$ cat src/rtl/clk_reset_sequencer.sv
// clk_reset_sequencer
//
// Clock bring-up controller. It sequences the PLL reset, waits for PLL lock,
// sequences the downstream DCM reset, waits for DCM lock, then releases the
// per-domain resets one at a time, STAGGER cycles apart. Both locks are
// watched continuously. A lock loss while releasing or running restarts the
// sequence. A lock timeout is retried, and MAX_RETRY consecutive timeouts
// latch FAULT until RESTART or rst_n.
//
// Ports
//   clk         in   free-running oscillator clock
//   rst_n       in   asynchronous active-low reset, clears all state
//   pll_locked  in   PLL LOCKED, asynchronous (2-FF synchronised here)
//   dcm_locked  in   DCM LOCKED, asynchronous (2-FF synchronised here)
//   restart     in   clk-domain pulse, forces a full re-sequence and clears FAULT
//   pll_rst     out  active-high PLL reset
//   dcm_rst     out  active-high DCM reset
//   dom_rst_n   out  [N_DOM] per-domain active-low reset requests
//   all_ready   out  high only in RUN
//   fault       out  high in FAULT (sticky)
//   retry_cnt   out  [4] consecutive lock timeouts, cleared on reaching RUN
//   loss_cnt    out  [8] lock losses seen in RELEASE/RUN, saturates at 255
//   state       out  [3] current state code
module clk_reset_sequencer #(
  parameter int N_DOM     = 4,
  parameter int RST_PULSE = 16,
  parameter int LOCK_WAIT = 4096,
  parameter int STAGGER   = 32,
  parameter int MAX_RETRY = 3
) (
  input  logic             clk,
  input  logic             rst_n,
  input  logic             pll_locked,
  input  logic             dcm_locked,
  input  logic             restart,
  output logic             pll_rst,
  output logic             dcm_rst,
  output logic [N_DOM-1:0] dom_rst_n,
  output logic             all_ready,
  output logic             fault,
  output logic [3:0]       retry_cnt,
  output logic [7:0]       loss_cnt,
  output logic [2:0]       state
);

  localparam int CNT_MAX = (LOCK_WAIT > N_DOM * STAGGER) ? LOCK_WAIT : N_DOM * STAGGER;
  localparam int CW      = $clog2(CNT_MAX + 1);

  localparam logic [CW-1:0] PULSE_LAST = CW'(RST_PULSE - 1);
  localparam logic [CW-1:0] WAIT_LAST  = CW'(LOCK_WAIT - 1);
  localparam logic [CW-1:0] REL_DONE   = CW'(N_DOM * STAGGER);
  localparam logic [CW-1:0] CNT_SAT    = {CW{1'b1}};
  localparam logic [3:0]    RETRY_LIM  = 4'(MAX_RETRY);

  typedef enum logic [2:0] {
    ST_RST_PLL  = 3'd0,
    ST_WAIT_PLL = 3'd1,
    ST_RST_DCM  = 3'd2,
    ST_WAIT_DCM = 3'd3,
    ST_RELEASE  = 3'd4,
    ST_RUN      = 3'd5,
    ST_FAULT    = 3'd6
  } state_t;

  state_t            cur_state;
  state_t            nxt_state;
  logic [CW-1:0]     cnt;
  logic [CW-1:0]     cnt_nxt;
  logic [3:0]        retry_nxt;
  logic [3:0]        retry_inc;
  logic [7:0]        loss_nxt;
  logic [N_DOM-1:0]  dom_nxt;
  logic              pll_meta;
  logic              pll_s;
  logic              dcm_meta;
  logic              dcm_s;
  logic              lock_ok;
  logic              timeout;

  assign state = cur_state;

  // Next-state, counter and counter-output decode. Every registered output is
  // computed from the next state so that the flops themselves drive the pins.
  always_comb begin
    nxt_state = cur_state;
    retry_nxt = retry_cnt;
    loss_nxt  = loss_cnt;
    dom_nxt   = dom_rst_n;
    lock_ok   = pll_s && dcm_s;
    timeout   = (cnt == WAIT_LAST);
    retry_inc = retry_cnt + 4'd1;

    if (restart) begin
      nxt_state = ST_RST_PLL;
      retry_nxt = 4'd0;
    end else begin
      case (cur_state)
        ST_RST_PLL: begin
          if (cnt == PULSE_LAST) nxt_state = ST_WAIT_PLL;
        end
        ST_WAIT_PLL: begin
          if (pll_s) begin
            nxt_state = ST_RST_DCM;
          end else if (timeout) begin
            retry_nxt = retry_inc;
            nxt_state = (retry_inc == RETRY_LIM) ? ST_FAULT : ST_RST_PLL;
          end
        end
        ST_RST_DCM: begin
          if (!pll_s) nxt_state = ST_RST_PLL;
          else if (cnt == PULSE_LAST) nxt_state = ST_WAIT_DCM;
        end
        ST_WAIT_DCM: begin
          // PLL loss restarts without counting as a retry
          if (!pll_s) begin
            nxt_state = ST_RST_PLL;
          end else if (dcm_s) begin
            nxt_state = ST_RELEASE;
          end else if (timeout) begin
            retry_nxt = retry_inc;
            nxt_state = (retry_inc == RETRY_LIM) ? ST_FAULT : ST_RST_PLL;
          end
        end
        ST_RELEASE: begin
          if (!lock_ok) begin
            if (loss_cnt != 8'hFF) loss_nxt = loss_cnt + 8'd1;
            nxt_state = ST_RST_PLL;
          end else if (cnt == REL_DONE) begin
            nxt_state = ST_RUN;
          end
        end
        ST_RUN: begin
          if (!lock_ok) begin
            if (loss_cnt != 8'hFF) loss_nxt = loss_cnt + 8'd1;
            nxt_state = ST_RST_PLL;
          end
        end
        ST_FAULT: begin
          nxt_state = ST_FAULT;
        end
        default: begin
          nxt_state = ST_RST_PLL;
        end
      endcase
    end

    if (nxt_state == ST_RUN) retry_nxt = 4'd0;

    // RESTART counts as a re-entry even when already in RST_PLL
    if (restart || (nxt_state != cur_state)) cnt_nxt = '0;
    else if (cnt != CNT_SAT)                 cnt_nxt = cnt + 1'b1;
    else                                     cnt_nxt = cnt;

    // Bit k rises on the edge where the counter reaches (k+1)*STAGGER; bits
    // hold through RUN and clear whenever the sequence leaves RELEASE/RUN.
    if (nxt_state == ST_RELEASE) begin
      for (int k = 0; k < N_DOM; k++) begin
        if (cnt_nxt == CW'((k + 1) * STAGGER)) dom_nxt[k] = 1'b1;
      end
    end else if (nxt_state != ST_RUN) begin
      dom_nxt = '0;
    end
  end

  // State, counter, lock synchronisers and all registered outputs
  always_ff @(posedge clk or negedge rst_n) begin
    if (!rst_n) begin
      cur_state <= ST_RST_PLL;
      cnt       <= '0;
      pll_meta  <= 1'b0;
      pll_s     <= 1'b0;
      dcm_meta  <= 1'b0;
      dcm_s     <= 1'b0;
      pll_rst   <= 1'b1;
      dcm_rst   <= 1'b1;
      dom_rst_n <= '0;
      all_ready <= 1'b0;
      fault     <= 1'b0;
      retry_cnt <= 4'd0;
      loss_cnt  <= 8'd0;
    end else begin
      cur_state <= nxt_state;
      cnt       <= cnt_nxt;
      pll_meta  <= pll_locked;
      pll_s     <= pll_meta;
      dcm_meta  <= dcm_locked;
      dcm_s     <= dcm_meta;
      pll_rst   <= (nxt_state == ST_RST_PLL) || (nxt_state == ST_FAULT);
      dcm_rst   <= (nxt_state == ST_RST_PLL) || (nxt_state == ST_WAIT_PLL) ||
                   (nxt_state == ST_RST_DCM) || (nxt_state == ST_FAULT);
      dom_rst_n <= dom_nxt;
      all_ready <= (nxt_state == ST_RUN);
      fault     <= (nxt_state == ST_FAULT);
      retry_cnt <= retry_nxt;
      loss_cnt  <= loss_nxt;
    end
  end

endmodule

$ cat config.mk
export PLATFORM = sky130hd
export DESIGN_NAME = clk_reset_sequencer
export DESIGN_NICKNAME = d
export VERILOG_FILES = /design/src/rtl/clk_reset_sequencer.sv
export SDC_FILE = /design/constraint.sdc
export NUM_CORES = 1
export LEC_CHECK = 0
export ABC_CLOCK_PERIOD_IN_PS = 2600
export CAP_MARGIN = 0
export CELL_PAD_IN_SITES_DETAIL_PLACEMENT = 1
export CELL_PAD_IN_SITES_GLOBAL_PLACEMENT = 1
export CORE_MARGIN = 4
export CORE_UTILIZATION = 31
export CTS_BUF_LIST = sky130_fd_sc_hd__clkbuf_8
export DETAILED_ROUTE_END_ITERATION = 8
export GPL_ROUTABILITY_DRIVEN = 1
export PLACE_DENSITY_LB_ADDON = 0.08
export SLEW_MARGIN = 40
export SYNTH_ARGS = -nofsm -noshare
export SYNTH_HDL_FRONTEND = slang
export SYNTH_SLANG_ARGS = --single-unit
$ cat constraint.sdc
create_clock -name clk -period 2.6 [get_ports clk]
set_input_delay 0.52 -clock clk [delete_from_list [all_inputs] [get_ports clk]]
set_output_delay 0.52 -clock clk [all_outputs]
set_load 0.02 [all_outputs]
**Yosys cells after proc, flatten, opt, wreduce, memory -nomap -nowiden**

Index checks and enable logic that the tools add are counted.

- Register bits: 40
- Bits of input ports: 5
- Output and inout bits: 23
- Logic and storage cells: 96

- Add/sub/neg operators: 3
- Eq/ne operators: 30
- Mux-type cells: 28
- Bitwise operators: 2
- Reduce and logical (&&, ||, !) cells: 17

Operators with widths:

| operator | count |
|---|---|
| two-way mux 3 bit | 12 |
| two-way mux 4 bit | 8 |
| equality test 13 x 7 -> 1 bit (second input constant) | 2 |
| equality test 13 x 8 -> 1 bit (second input constant) | 2 |
| two-way mux 13 bit | 2 |
| case mux 3 bit (7 select lines) | 1 |
| equality test 3 bit (second input constant) | 6 |
| adder 13 x 1 -> 13 bit (second input constant) | 1 |
| equality test 13 x 12 -> 1 bit (second input constant) | 1 |
| equality test 13 x 4 -> 1 bit (second input constant) | 1 |
| equality test 13 x 6 -> 1 bit (second input constant) | 1 |
| inequality test 13 bit (second input constant) | 1 |
| inequality test 4 bit (second input constant) | 3 |
| equality test 3 x 2 -> 1 bit (second input constant) | 3 |
| adder 8 x 1 -> 8 bit (second input constant) | 1 |
| inequality test 2 x 1 -> 1 bit (second input constant) | 4 |
| inequality test 8 bit (second input constant) | 1 |
| case mux 4 bit (2 select lines) | 1 |
| AND reduction 2 bit | 4 |
| AND reduction 4 bit | 2 |
| equality test 3 x 1 -> 1 bit (second input constant) | 2 |
| zero test 3 bit | 2 |
| logical OR 1 bit | 5 |
| adder 4 x 1 -> 4 bit (second input constant) | 1 |
| other kinds (9) | 13 |

**Longest topological paths before layout**

Gate-level depths: netlist of run 1.

- Depth in word-level cells: 14
- Depth in mapped cells: 9
- Mapped depth without buffers: 8

**Worst setup path before layout of run 1**

No wires, ideal clock.

- Kind: reg-to-reg
- Start: reg retry_cnt[0]
- End: reg retry_cnt[0]
- Setup time: 0.131 ns
- Data arrival time: 2.323 ns
- Data required time: 2.469 ns
- Path slack: 0.146 ns
- Stages on the path, launching flop included: 9
- Path buffers: 1
- Period minus slack after synthesis: 2.454 ns
- Path through: dfrtp_1 ha_1 or4b_1 o31ai_1 a41oi_1 a211oi_2 and2_1 buf_2 a211oi_1

- Longest elaborated chain between the ends: 11
- Elaborated cells between the ends (all ways): 22
- Classes of those cells: add/sub (1); eq/ne (5); mux (14); reduce/logical (2)

Ends and longest elaborated chain:

| what | RTL line | source |
|---|---|---|
| from (decl) | 41 | `output logic [3:0] retry_cnt,` |
| from (signal assigned) | 194 | `retry_cnt <= retry_nxt;` |
| adder 4 x 1 -> 4 bit * | 91 | `retry_inc = retry_cnt + 4'd1;` |
| equality test 4 x 2 -> 1 bit * | 106, 121 |  |
| two-way mux 3 bit * | 106, 121 |  |
| two-way mux 3 bit * | 104, 119 |  |
| two-way mux 3 bit | 117 | `end else if (dcm_s) begin` |
| two-way mux 3 bit | 115 | `if (!pll_s) begin` |
| case mux 3 bit (7 select lines) * | 97 | `case (cur_state)` |
| two-way mux 3 bit * | 93 | `if (restart) begin` |
| named net nxt_state[2] | 66 | `state_t nxt_state;` |
| equality test 3 bit * | 147 | `if (nxt_state == ST_RUN) retry_nxt = 4'd0;` |
| inequality test 4 bit (no line) / nonzero test 4 bit (equally long branches) | -- |  |
| AND reduction 4 bit (no line) | -- |  |

The timed path passes the listed nets; every way through them passes the cells marked *. The select of a mux whose other input is x is not followed.
A chain may end at the register's enable or synchronous reset.

**Final worst setup path of run 1**

- Start: reg cnt[0]
- End: reg dom_rst_n[0]

- Longest elaborated chain between the ends: 12
- Elaborated cells between the ends (all ways): 27
- Classes of those cells: add/sub (1); eq/ne (9); mux (14); reduce/logical (3)

Ends and longest elaborated chain:

| what | RTL line | source |
|---|---|---|
| from (decl) | 67 | `logic [CW-1:0] cnt;` |
| from (signal assigned) | 183 | `cnt <= cnt_nxt;` |
| equality test 13 x 12 -> 1 bit | 90 | `timeout = (cnt == WAIT_LAST);` |
| two-way mux 3 bit | 104, 119 |  |
| two-way mux 3 bit | 117 |  |
| two-way mux 3 bit | 115 |  |
| case mux 3 bit (7 select lines) | 97 |  |
| two-way mux 3 bit | 93 |  |
| inequality test 3 bit | 150 | `if (restart \|\| (nxt_state != cur_state)) cnt_nxt = '0;` |
| logical OR 1 bit | 150 |  |
| two-way mux 13 bit | 150 |  |
| equality test 13 x 6 -> 1 bit | 158 | `if (cnt_nxt == CW'((k + 1) * STAGGER)) dom_nxt[k] = 1'b1;` |
| inequality test 2 x 1 -> 1 bit (no line) | -- |  |
| AND reduction 2 bit (no line) | -- |  |
| to (signal assigned) | 191 | `dom_rst_n <= dom_nxt;` |
| to (decl) | 38 | `output logic [N_DOM-1:0] dom_rst_n,` |

Several ways; a longest one is shown, not always the timed one.

==> impl_results.md, run 1 <==
- Status: completed
- Synth Cell Area: 0.002312 sq mm
- Critical path cell sequence: ha_1 -> nand3_2 -> or4_4 -> nand3_2 -> o2111ai_1 -> or4_4 -> o31ai_1
- Post-synth ARST share: 100.0%
- Skew-Pair Late Insertion Delay: 300 ps
- Post-synthesis cell type count: 52
- Post-synthesis sequential area ratio: 43.40%
- Clock power frac: 39.3%
- Dpl cells: 368
- CTS Sinks: 40
- Die area: 0.008905 sq mm
- Area growth from synthesis to layout: 24.24%
- Mean area per synthesized cell: 9.756 sq um
- Vias per cell: 5.181
- Syn nets: 247
- Routed Antenna Nets: 0
- Cell internal pwr: 868.3 uW
- Final non-filler cell total: 376
- Leakage: 0.001192 uW
- Total GRT Usage: 15.80%
- # Post-CTS Setup Buffers: 0
- H-Tree Depth: 2
- Final Hold Vio Count: 0
- Fin nets: 286
- Drt pass-1 iters: 4
- Rel. slew slack: 64.51%
- Fin crit share: 93.55%
- DRC viols: 0
- Crit. End Element: flop
- DP HPWL: 4899 um
- Initial antenna violation count: 0
- Most used flip-flop cell after synthesis: dfrtp_1
- CTS Root Cell: clkbuf_8
- Fin Setup TNS: 0 ps
- Pwr dens: 400.5 mW/mm^2
- CP Data Required Time: 2810 ps
- Post-synth EDFFs: 0
- Core Box Area: 0.007253 sq mm
- Sw frac: 24.54%
- GRT overflow: 0
- TritonCTS Buffers: 5
- Clk_skew: 8.201 ps
- Yosys reg bits: 40
- Tightest Pin Transition: 532.4 ps
- Wire per inst: 16.98 um
- Post-Synthesis Cells: 237
- Post-layout minimum cycle time: 2432 ps
- Port bufs: 27
- Layout cells sized above 1: 17.33%
- Reg power frac: 55.7%
- Vias in the first global route: 2108
- Switching pwr: 282.3 uW
- GP Congestion: 0.8138
- Die Wd: 94.37 um
- Crit path max fanout: 5
- CTS tree: yes
- Routed WL: 6383 um
- Die H: 94.37 um
- Class of the worst hold path: in2async
- Final setup fails: 0
- Slowest cell on the critical path: or4_4
- Comb power frac: 5.1%
- Row Count: 31
- N_diodes: 0
- Detailed-route via count: 1948
- Post-synth top area share: 41.13%
- Starting Density: 31.88%
- RSZ-0062 raised after global routing: false
- Startpoint types: flop
- Fmax achieved: 411.1 MHz
- CTS Hold Buffers Added: 0
- Max incr delay on CP: 570 ps
- Kind of critical path: reg2reg
- Ports: 28
- CTS max path bufs: 2
- Clock slew at reported path FFs: 80 ps
- Leading area contributor after synthesis: dfrtp_1
- Max Cap Viol: 0
- Max VDD drop: 0.0002392 V
- Largest net degree at the start of global routing: 23
- Ranking of synthesized cells by area: dfrtp_1, xnor2_1, nor2_1
- Hold_ws: 185.9 ps
- CP arrival: 2640 ps
- Yosys warns: 0
- Iter 0 DRT Violations: 65
- First-pass GRT wire length: 10920 um
- Final Slew Violations: 0
- Filler Cell Count: 853
metrics by stage:
| step | util [%] | total power (uW) | instance area (sq um) | setup WS, ps |
|---|---|---|---|---|
| after global placement | 38.26 | 712.2 | 2775 | 126.0 |
| after detailed placement | 38.26 | 713.2 | 2775 | 96.65 |
| final | 39.61 | 1151 | 2873 | 167.7 |
| after CTS | 39.59 | 1172 | 2872 | 50.79 |
| after global routing | 39.61 | 1206 | 2873 | 4.371 |
| after floorplan | - | 677.5 | 2312 | 145.9 |
synth_stat cells, types with 2 or more instances:
cell type  instances
clkbuf_1           2
nand2_1           13
nand4_1           10
ha_1               5
o21ai_0            3
o21bai_1           2
and2_1             5
nor3_1             3
and3_1             8
nand2b_1           3
nand3_1           15
xor2_1             7
a41oi_1            2
mux2_2             2
or4_4              2
a31oi_1            5
a211oi_2           2
nor4_1             3
o31ai_1            2
and4_1             5
a21oi_1            9
xnor2_1           14
nor2_1            23
buf_4              3
buf_2             10
a211oi_1           5
dfrtp_1           38
nand3_2            3
dfstp_2            2
inv_1              5
o2111ai_1          3
a21o_1             3
registers in the layout, summed over array words and instances, names as in the netlist:
name and cells:
all_ready 1, cnt 13, dcm_meta 1, dcm_rst 1
dcm_s 1, dom_rst_n 4, fault 1, loss_cnt 8
pll_meta 1, pll_rst 1, pll_s 1, retry_cnt 4
state 3
layout by cell type (no fill, tap or decap), drive strengths merged, types with 2 or more instances in the layout:
cell            n
a21o            3
xor2            7
buf            22
dfstp           2
o31ai           3
xnor2          14
a31oi           5
a21oi           9
o2111ai         3
nor4            4
nand2b          3
and3            8
clkbuf          6
and2            5
nor3            3
and4            5
nand4          11
mux2            2
or4             2
ha              5
nand3          18
nand2          13
o21bai          2
a211oi          7
a311oi          2
a41oi           2
inv             6
nor2           23
a31o            2
dfrtp          38
o21ai           4
clkdlybuf4s50  26
kinds of logic after synthesis:
family	after synthesis	synth area share (%)
simple gates	102	25.27
flops	40	43.40
buf+inv	21	4.437
xor+xnor	21	7.955
fa+ha+maj	5	2.706
compound gates	46	15.26
mux	2	0.9740
critical path: cells and delay by family, from the launching register on:
family / cells / cell delay (ps)
flops: 1 / 440
fa+ha+maj: 1 / 230
compound gates: 2 / 330
simple gates: 4 / 1350
metal layers:
metal	track usage, %	vias up	share of wire, %
li1	-	947	-
met1	22.45	963	50
met2	24.53	29	46
met3	2.948	9	3.1
met4	4.573	0	1.4
met5	0	-	0
what timing repair did:
action | CTS | global route
resized for setup | 0 | 1
hold endpoints to repair | 0 | 0
setup endpoints to repair | 0 | 8
power groups by stage:
stage,sequential [uW],combinational (uW),clock (uW)
2_1_floorplan,648,30.0,0
5_1_grt,642,67.7,496
3_3_place_gp,652,60.0,0
4_1_cts,640,61.2,471
3_5_place_dp,652,60.8,0
6_report,640,58.1,452
final timing paths:
kind,from,endpoint,slack [ps],cells past startpoint
max,cnt[0],dom_rst_n[0],170,7
min,rst_n,cnt[0],190,1
max reg2reg,cnt[0],dom_rst_n[0],170,7
min reg2reg,dcm_meta,dcm_s,350,0
max in group asynchronous,rst_n,pll_s,1760,2
min in group clk,dcm_meta,dcm_s,350,0
cell type report:
| cell class | instances | area (sq um) | area share, % |
|---|---|---|---|
| clock inverter | 2 | 13.76 | 0.4791 |
| clock buffer | 6 | 82.58 | 2.875 |
| multi-input combinational | 176 | 1207 | 42.03 |
| tap | 99 | 123.9 | 4.312 |
| sequential | 40 | 1003 | 34.93 |
| timing repair buffer | 48 | 422.9 | 14.72 |
| inverter | 5 | 18.77 | 0.6533 |
Power figures use the tool's default switching activity.
==> inputs of run 2 (changes only) <==
--- a/config.mk
+++ b/config.mk
@@ -10,12 +10,12 @@
 export CELL_PAD_IN_SITES_DETAIL_PLACEMENT = 1
 export CELL_PAD_IN_SITES_GLOBAL_PLACEMENT = 1
 export CORE_MARGIN = 4
-export CORE_UTILIZATION = 31
+export CORE_UTILIZATION = 25
 export CTS_BUF_LIST = sky130_fd_sc_hd__clkbuf_8
 export DETAILED_ROUTE_END_ITERATION = 8
 export GPL_ROUTABILITY_DRIVEN = 1
 export PLACE_DENSITY_LB_ADDON = 0.08
-export SLEW_MARGIN = 40
+export SLEW_MARGIN = 5
 export SYNTH_ARGS = -nofsm -noshare
 export SYNTH_HDL_FRONTEND = slang
 export SYNTH_SLANG_ARGS = --single-unit
==> run 2 against run 1 <==
Against the previous run:
- non-clock buffer count decreased by 3
- fmax up 0.26%
- critical path type unchanged
- routed wire length grew 1.4%
- core utilization is 6.8 points lower
- clock skew down 3.1 ps
==> impl_results.md, run 2 (synthesis gave the netlist of run 1 again) <==
- Final Hold Vio Count: 0 (unchanged)
- Met1 Resource Use GR: 16.95% (-5.5 points)
- Iter 0 DRT Violations: 61 (-6.2%)
- Reg2reg start: retry_cnt[0]
- M3 GR Usage: 2.297% (-0.65 points)
- Starting Density: 26.13% (-5.7 points)
- CP startpoint: retry_cnt[0]
- Placement Setup Slack: 45.46 ps (-51.19 ps)
- Pwr dens: 422.3 mW/mm^2 (+5.4%)
- Max Cap Viol: 0 (unchanged)
- DRC viols: 0 (unchanged)
- Final setup fails: 0 (unchanged)
- Area growth from synthesis to layout: 25.54%
- Core Box Area: 0.008848 sq mm (+22%)
- CP Data Required Time: 2770 ps (-40 ps)
- First-pass GRT wire length: 10940 um (+0.26%)
- RSZ-0062 raised after global routing: false
- Startpoint types: flop
- Overall Power: 1226 uW (+6.5%)
- GRT overflow: 0 (unchanged)
- Crit. End Element: flop
- Fin crit share: 93.31% (-0.24 points)
- Final Slew Violations: 0 (unchanged)
- Biggest register: cnt
- GP Congestion: 0.7770 (-4.5%)
- Drt pass-1 iters: 4 (unchanged)
- Commonest non-fill, non-tap cell in the layout: dfrtp_1
- Ports: 28 (unchanged)
- N_diodes: 0 (unchanged)
- Dpl cells: 374 (+1.6%)
- Slowest cell on the critical path: or4b_1
- Detailed-route via count: 1961 (+0.67%)
- Biggest regs: cnt (13), loss_cnt (8)
- Worst R2R Setup Slack: 170 ps (about the same)
- Die H: 104.2 um (+10%)
- Wire per inst: 16.95 um (-0.17%)
- Tightest Pin Transition: 541.6 ps (+9.214 ps)
- Vias in the first global route: 2063 (-2.1%)
- Clk_skew: 5.098 ps (-3.103 ps)
- Routed Antenna Nets: 0 (unchanged)
- Kind of critical path: reg2reg
- Skew-Pair Late Insertion Delay: 290 ps (about the same)
- CTS Sinks: 40 (unchanged)
- Port bufs: 27 (unchanged)
- Max VDD drop: 0.0002200 V (-8.0%)
- Leakage: 0.001176 uW (-1.3%)
- CTS max path bufs: 2 (unchanged)
- Fin nets: 283 (-1.0%)
- TritonCTS Buffers: 5 (unchanged)
- CTS tree: yes
- DP HPWL: 4801 um (-2.0%)
- Largest net degree at the start of global routing: 41 (+78%)
- Fmax achieved: 412.2 MHz (+0.26%)
- Final worst slack: 174.0 ps (+6.285 ps)
- Grt peak-use layer: met2
- Row Count: 34 (+9.7%)
- Filler Cell Count: 1023 (+20%)
- Reg2reg end: retry_cnt[3]
- Clock slew at reported path FFs: 80 ps (about the same)
- Final non-filler cell total: 382 (+1.6%)
- Total GRT Usage: 12.35% (-3.5 points)
- CTS Root Cell: clkbuf_8
- Most frequent cells in the layout: dfrtp_1, clkdlybuf4s50_1, nor2_1
- Die area: 0.01085 sq mm (+22%)
- H-Tree Depth: 2 (unchanged)
- Status: completed
- Post-layout minimum cycle time: 2426 ps (-6.285 ps)
- Worst R2R Path Depth: 7 (unchanged)
- Vias per cell: 5.134 (-0.91%)
- Fin Setup TNS: 0 ps (unchanged)
- Rel. slew slack: 63.89% (-0.61 points)
- CP arrival: 2590 ps (-50 ps)
- Layout cells sized above 1: 18.98% (+1.6 points)
- Crit path max fanout: 7 (+2)
- Largest register FFs: 13 (unchanged)
- Core Util, Final: 32.81% (-6.8 points)
- Initial antenna violation count: 0 (unchanged)
- Critical path cell sequence: ha_1 -> or4b_1 -> o31ai_1 -> a41oi_2 -> a211oi_2 -> and2_2 -> a211oi_1
- Die Wd: 104.2 um (+10%)
- Max incr delay on CP: 520 ps (-50 ps)
- CP Capture Point: retry_cnt[3]
- Class of the worst hold path: in2async
- GR Layer Usage met2: 20.01% (-4.5 points)
- Routed WL: 6474 um (+1.4%)
## run 2: worst min-delay path by stage
stage	startpoint	to	slack, ps	cells after the start
2_1_floorplan	rst_n	all_ready	220	0
3_3_place_gp	dcm_meta	dcm_s	340	0
3_5_place_dp	dcm_meta	dcm_s	340	0
4_1_cts	rst_n	cnt[2]	310	2
5_1_grt	rst_n	cnt[4]	340	2
6_report	rst_n	cnt[4]	270	2
## run 2: final cells by class
cell class / instances / area (sq um) / share of cell area (%)
well taps: 108 / 135.1 / 4.655
clock inverters: 3 / 46.29 / 1.595
flip-flops and latches: 40 / 1006 / 34.66
repair buffers: 45 / 400.4 / 13.79
multi-input cells: 176 / 1227 / 42.28
clock buffers: 5 / 68.82 / 2.371
inverters: 5 / 18.77 / 0.6466
## run 2: repair_timing
action                                  4_1_cts  5_1_grt
resized for setup                             0        8
setup buffers                                 0        0
endpoints found under the setup margin        0        9
hold buffers                                  0        0
## run 2: worst max-delay path: cells and delay by family (launching register included)
kind,cells,cell delay (ps)
flip-flops,1,460
AO/OA/AOI/OAI,4,780
adder cells (fa/ha/maj),1,230
AND/OR/NAND/NOR,2,830
## run 2: stage by stage
| stage | cell area [sq um] | hold WS, ps |
|---|---|---|
| after floorplan | 2312 | 224.4 |
| after global placement | 2764 | 335.2 |
| after detailed placement | 2764 | 335.6 |
| after CTS | 2879 | 313.2 |
| after global routing | 2903 | 342.1 |
| final | 2903 | 272.5 |
## run 2: per-layer routing
metal | vias to the layer above | routed length, um
met2 | 34 | 2958
met5 | - | 0
met3 | 8 | 168
met1 | 983 | 3262
li1 | 936 | -
met4 | 0 | 85
## run 2: report_power, final
group / switching, uW / internal [uW] / leakage [uW]
sequential: 11.3 / 629 / 0.000537
clock: 236 / 289 / 0.0000548
combinational: 37.7 / 21.6 / 0.000585
total: 285 / 940 / 0.00118
